<file path="config.mk">
export PLATFORM = sky130hd
export DESIGN_NAME = regfile_2w2r
export DESIGN_NICKNAME = d
export VERILOG_FILES = /design/src/rtl/regfile_2w2r_pkg.sv /design/src/rtl/regfile_clr_fsm.sv /design/src/rtl/regfile_2w2r.sv
export SDC_FILE = /design/constraint.sdc
export NUM_CORES = 2
export LEC_CHECK = 0
export BUFFER_PORTS_ARGS = -buffer_cell sky130_fd_sc_hd__buf_2
export CAP_MARGIN = 20
export CORE_UTILIZATION = 40
export CTS_BUF_LIST = sky130_fd_sc_hd__clkbuf_16
export DETAILED_ROUTE_END_ITERATION = 12
export HOLD_SLACK_MARGIN = 0.1
export PLACE_DENSITY_LB_ADDON = 0.08
export SYNTH_ARGS = -nofsm -noshare
export SYNTH_HDL_FRONTEND = slang
export SYNTH_SLANG_ARGS = --single-unit
</file>
<file path="constraint.sdc">
create_clock -name clk -period 3.9 [get_ports clk]
set_input_delay 0.195 -clock clk [delete_from_list [all_inputs] [get_ports clk]]
set_output_delay 0.195 -clock clk [all_outputs]
set_load 0.1 [all_outputs]
</file>
<file path="src/rtl/regfile_2w2r_pkg.sv">
// Shared constants for the 2R2W register file: default geometry and the
// clear-sweep FSM state encoding.
package regfile_2w2r_pkg;

    localparam int DEF_DATA_W = 8;
    localparam int DEF_ADDR_W = 6;

    // Sweep-clear FSM states
    localparam logic [0:0] ST_IDLE  = 1'b0;
    localparam logic [0:0] ST_CLEAR = 1'b1;

endpackage

</file>
<file path="src/rtl/regfile_clr_fsm.sv">
// Sweep-clear controller: walks a pointer over every entry, one per cycle,
// and flags busy while walking plus a one-cycle done once the last entry is cleared.
module regfile_clr_fsm
    import regfile_2w2r_pkg::*;
#(
    parameter int ADDR_W = DEF_ADDR_W
) (
    input  logic              clk,
    input  logic              rst_n,
    input  logic              clr,
    output logic              busy,
    output logic              done,
    output logic [ADDR_W-1:0] ptr
);

    localparam logic [ADDR_W-1:0] PTR_LAST = {ADDR_W{1'b1}};

    logic [0:0]        state_q, state_d;
    logic [ADDR_W-1:0] ptr_q, ptr_d;
    logic              done_q, done_d;

    // Next-state: clr is only honoured in IDLE; the pointer parks at 0 on exit
    always_comb begin
        state_d = state_q;
        ptr_d   = ptr_q;
        done_d  = 1'b0;
        case (state_q)
            ST_IDLE: begin
                if (clr) begin
                    state_d = ST_CLEAR;
                    ptr_d   = '0;
                end
            end
            ST_CLEAR: begin
                if (ptr_q == PTR_LAST) begin
                    state_d = ST_IDLE;
                    ptr_d   = '0;
                    done_d  = 1'b1;
                end else begin
                    ptr_d = ptr_q + ADDR_W'(1);
                end
            end
            default: state_d = ST_IDLE;
        endcase
    end

    // State, pointer and done pulse registers
    always_ff @(posedge clk or negedge rst_n) begin
        if (!rst_n) begin
            state_q <= ST_IDLE;
            ptr_q   <= '0;
            done_q  <= 1'b0;
        end else begin
            state_q <= state_d;
            ptr_q   <= ptr_d;
            done_q  <= done_d;
        end
    end

    assign busy = (state_q == ST_CLEAR);
    assign done = done_q;
    assign ptr  = ptr_q;

endmodule

</file>
<file path="src/rtl/regfile_2w2r.sv">
// Two-read / two-write CPU register file with optional registered reads,
// write-to-read bypass, hardwired-zero R0 and a multi-cycle sweep clear.
module regfile_2w2r
    import regfile_2w2r_pkg::*;
#(
    parameter int DATA_W   = DEF_DATA_W,
    parameter int ADDR_W   = DEF_ADDR_W,
    parameter int READ_REG = 0,
    parameter int BYPASS   = 1,
    parameter int ZERO_R0  = 0
) (
    input  logic              clk,
    input  logic              rst_n,
    input  logic [ADDR_W-1:0] aa,
    input  logic [ADDR_W-1:0] ab,
    output logic [DATA_W-1:0] ra,
    output logic [DATA_W-1:0] rb,
    input  logic              wr,
    input  logic [ADDR_W-1:0] ad,
    input  logic [DATA_W-1:0] rd,
    input  logic              wr1,
    input  logic [ADDR_W-1:0] ad1,
    input  logic [DATA_W-1:0] rd1,
    input  logic              clr,
    output logic              busy,
    output logic              done,
    output logic              wcol
);

    localparam int   DEPTH = 2 ** ADDR_W;
    localparam logic ZR0   = (ZERO_R0 != 0);
    localparam logic BYP   = (BYPASS != 0);

    logic [DATA_W-1:0] mem_q [DEPTH];
    logic [DATA_W-1:0] mem_d [DEPTH];
    logic [ADDR_W-1:0] sw_ptr;
    logic              idle;
    logic              we0, we1;
    logic              wcol_q, wcol_d;
    logic [DATA_W-1:0] ra_d, rb_d;

    regfile_clr_fsm #(.ADDR_W(ADDR_W)) u_clr_fsm (
        .clk   (clk),
        .rst_n (rst_n),
        .clr   (clr),
        .busy  (busy),
        .done  (done),
        .ptr   (sw_ptr)
    );

    assign idle = ~busy;

    // Effective write enables: dropped while sweeping, and R0 is read-only when hardwired
    assign we0 = wr  & idle & ~(ZR0 && (ad  == '0));
    assign we1 = wr1 & idle & ~(ZR0 && (ad1 == '0));

    // Storage next-state: sweep clears one entry; port 1 is applied first so port 0 wins collisions
    always_comb begin
        for (int i = 0; i < DEPTH; i++) mem_d[i] = mem_q[i];
        if (busy && !(ZR0 && (sw_ptr == '0))) mem_d[sw_ptr] = '0;
        if (we1) mem_d[ad1] = rd1;
        if (we0) mem_d[ad]  = rd;
    end

    // Storage array
    always_ff @(posedge clk or negedge rst_n) begin
        if (!rst_n) begin
            for (int i = 0; i < DEPTH; i++) mem_q[i] <= '0;
        end else begin
            for (int i = 0; i < DEPTH; i++) mem_q[i] <= mem_d[i];
        end
    end

    // Same-address double write is flagged the cycle after it happens
    always_comb begin
        wcol_d = idle & wr & wr1 & (ad == ad1);
    end

    // Collision flag register
    always_ff @(posedge clk or negedge rst_n) begin
        if (!rst_n) wcol_q <= 1'b0;
        else        wcol_q <= wcol_d;
    end

    assign wcol = wcol_q;

    // Port A read: R0 forced to zero, else bypass from an in-flight write (port 0 first), else storage
    always_comb begin
        ra_d = mem_q[aa];
        if (ZR0 && (aa == '0)) begin
            ra_d = '0;
        end else if (BYP && idle) begin
            if (we0 && (ad == aa))       ra_d = rd;
            else if (we1 && (ad1 == aa)) ra_d = rd1;
        end
    end

    // Port B read: same selection as port A
    always_comb begin
        rb_d = mem_q[ab];
        if (ZR0 && (ab == '0)) begin
            rb_d = '0;
        end else if (BYP && idle) begin
            if (we0 && (ad == ab))       rb_d = rd;
            else if (we1 && (ad1 == ab)) rb_d = rd1;
        end
    end

    generate
        if (READ_REG != 0) begin : g_rreg
            logic [DATA_W-1:0] ra_q, rb_q;

            // Registered reads capture the selected (possibly bypassed) value
            always_ff @(posedge clk or negedge rst_n) begin
                if (!rst_n) begin
                    ra_q <= '0;
                    rb_q <= '0;
                end else begin
                    ra_q <= ra_d;
                    rb_q <= rb_d;
                end
            end

            assign ra = ra_q;
            assign rb = rb_q;
        end else begin : g_rcomb
            assign ra = ra_d;
            assign rb = rb_d;
        end
    endgenerate

endmodule
</file>
==> impl_metrics.json <==
{
  "outcome": "finished, final reports clean",
  "crit_family": "simple AND/OR/NAND/NOR gates",
  "synthesis.nets": 3737,
  "cts.clk_slew.worst_paths_ps": 60,
  "synth.most_common_cell": "nor2_1",
  "timing.fmax_ghz": 0.268,
  "hpwl_mm": 122,
  "cts_tree": "built",
  "core_area_um2": 83700,
  "synth_area_leaders": "dfrtp_1 38%, mux4_2 16%, nor2_1 6.6%",
  "irDropWorstVdd_mv": 0.393,
  "worst-path-max-fanout": 7,
  "cts_buffers": 66,
  "finalSetupViolCount": 0,
  "worst_setup_path_end_kind": "primary output",
  "cts-htree-levels": 3,
  "skew_ps": 29.1,
  "rows": 106,
  "clock_tree.root_cell": "clkbuf_16",
  "ctsResizeCount": 0,
  "grt_pass1_vias": 31300,
  "maxSlewViolCount": 0,
  "post-route-drc-count": 0,
  "fin_cells": 4867,
  "overflow": 0,
  "relSlewSlack": 0.175,
  "die-height_um": 293,
  "grt_pass1_wl_mm": 247,
  "yosysWarnings": 0,
  "worstPathRequired_ps": 3700,
  "drv_cap": 0,
  "yosysTopAreaCellShare": 0.385,
  "ant_nets": 0,
  "cp_cell_sequence": "nor2b_1, nand4_1, nor4_2, buf_4, a21oi_1, a41oi_1, buf_12",
  "clock_latency_ps": 630,
  "p_per_area_nw_per_um2": 445,
  "portBuffers": 63,
  "crit_slowest_cell": "a41oi_1",
  "vias": 33500,
  "synth_edf_count": 0,
  "crit_buf_inv": 2,
  "antenna_found_initial": 3,
  "ioPinCount": 64,
  "post_cts_buffers": 0,
  "whs_ps": 165,
  "placed_cell_area_um2": 35900,
  "hold_viol": 0,
  "yosysTopAreaCell": "dfrtp_1",
  "place_congestion": 1.08,
  "initial_core_util": 0.405,
  "crit_path_start_kind": "register",
  "dieArea_um2": 85900,
  "ys_async_sr_fraction": 1.00,
  "area_growth_syn_to_layout_pct": 12.5,
  "post-route-min-period_ps": 3730,
  "wl_per_cell_um": 36.3,
  "nNetsFinal": 3733,
  "crit_type": "register to primary output",
  "ys_types": 65,
  "postRouteWirelength_mm": 177,
  "syn_avg_cell_area_um2": 9.18,
  "die_x_um": 293,
  "dp_cells": 4738,
  "yosys_register_bits": 521,
  "pre_cts_ws_ps": 596,
  "netlist_area_um2": 33900,
  "power_mw": 17.0,
  "drive_gt1_frac": 0.171,
  "drt-initial-drc-count": 4856,
  "hold_path.class": "input port to register",
  "rsz0062_at_grt": "false",
  "period_share": 0.957,
  "gr-usage-all-layers": 0.408,
  "synth_seq_area_share": 0.385,
  "worstPathArrival_ps": 3540,
  "max_slew.worst_pin.slew_ps": 1240,
  "synthCells": 3691,
  "via_per_inst": 6.87,
  "slowest_delay_ps": 760,
  "dr.pass1.iters": 7,
  "final_cell_area_um2": 38100,
  "cts_buffer_depth": 3,
  "grt_max_degree": 100,
  "postCtsHoldBufs": 15,
  "cts.sinks": 521,
  "fin_ws_ps": 169,
  "ys.flop_type": "dfrtp_1",
  "synth_common_cells": "597 x nor2_1, 521 x dfrtp_1, 417 x nand2_1, 306 x a31oi_1, 282 x a21oi_1",
  "p_leak_nw": 15.6
}
cells in the final DEF (no fill, tap or decap), types with 70 or more instances in the layout:
cell,Yosys,routed
mux2i_1,97,97
dfrtp_1,521,521
nand2_1,417,417
o21ai_0,258,258
mux4_2,244,244
a31oi_1,306,305
nor2_1,597,593
nand3_1,70,70
a22oi_1,257,257
a21oi_1,282,282
buf_4,16,194
tightest hold or removal path: stages:
cell and delay [ps]:
buf_2 200, nand2_1 120, nor3_1 90, a21oi_1 140
layout make-up:
class	instances	area [um^2]
diodes	2	5.00
clock buffers	69	1730
clock inverters	43	308
fillers	7979	45600
inverters	11	41.3
multi-input cells	2803	19300
flip-flops and latches	521	13000
well taps	1134	1420
repair buffers	284	2330
report_power, final:
| part | switching [mW] | internal (mW) |
|---|---|---|
| Sequential | 0.864 | 6.06 |
| Clock | 2.66 | 3.40 |
| Combinational | 2.49 | 1.49 |
| Total | 6.01 | 10.9 |
kinds of logic after synthesis:
logic type | Yosys count | synth area share
AO/OA/AOI/OAI | 1181 | 0.210
XOR/XNOR | 32 | 0.00827
adder cells (fa/ha/maj) | 1 | 0.000369
buffers and inverters | 367 | 0.0485
flip-flops | 521 | 0.385
multiplexers | 347 | 0.193
AND/OR/NAND/NOR | 1242 | 0.156
path summary, 6_finish.rpt:
kind                         endpoint             start  cells after the start  slack, ps
max                             ra[4]    u_clr_fsm.busy                      7        170
min                        mem_q[463]             ad[2]                      4        160
max reg2reg                mem_q[365]  u_clr_fsm.ptr[4]                      5        870
min reg2reg                mem_q[173]        mem_q[173]                      2        590
max in group asynchronous  mem_q[311]             rst_n                      3       2470
min in group asynchronous  mem_q[474]             rst_n                      2        250
metrics by stage:
step / utilization / TNS [ps]
final: 0.456 / 0
after global routing: 0.456 / 0
after CTS: 0.456 / 0
after detailed placement: 0.429 / 0
after global placement: 0.429 / 0
after floorplan: - / -66.2
metal layers:
metal,track usage,wire length (um)
met5,0,28
met4,0.237,12400
met2,0.601,75200
met3,0.100,21800
met1,0.546,67500
registers in the layout (all words and copies together) (netlist names):
name and count:
mem_q 512, u_clr_fsm.busy 1, u_clr_fsm.done 1, u_clr_fsm.ptr 6
wcol 1
Note: power is estimated with default switching activity, not from simulation.
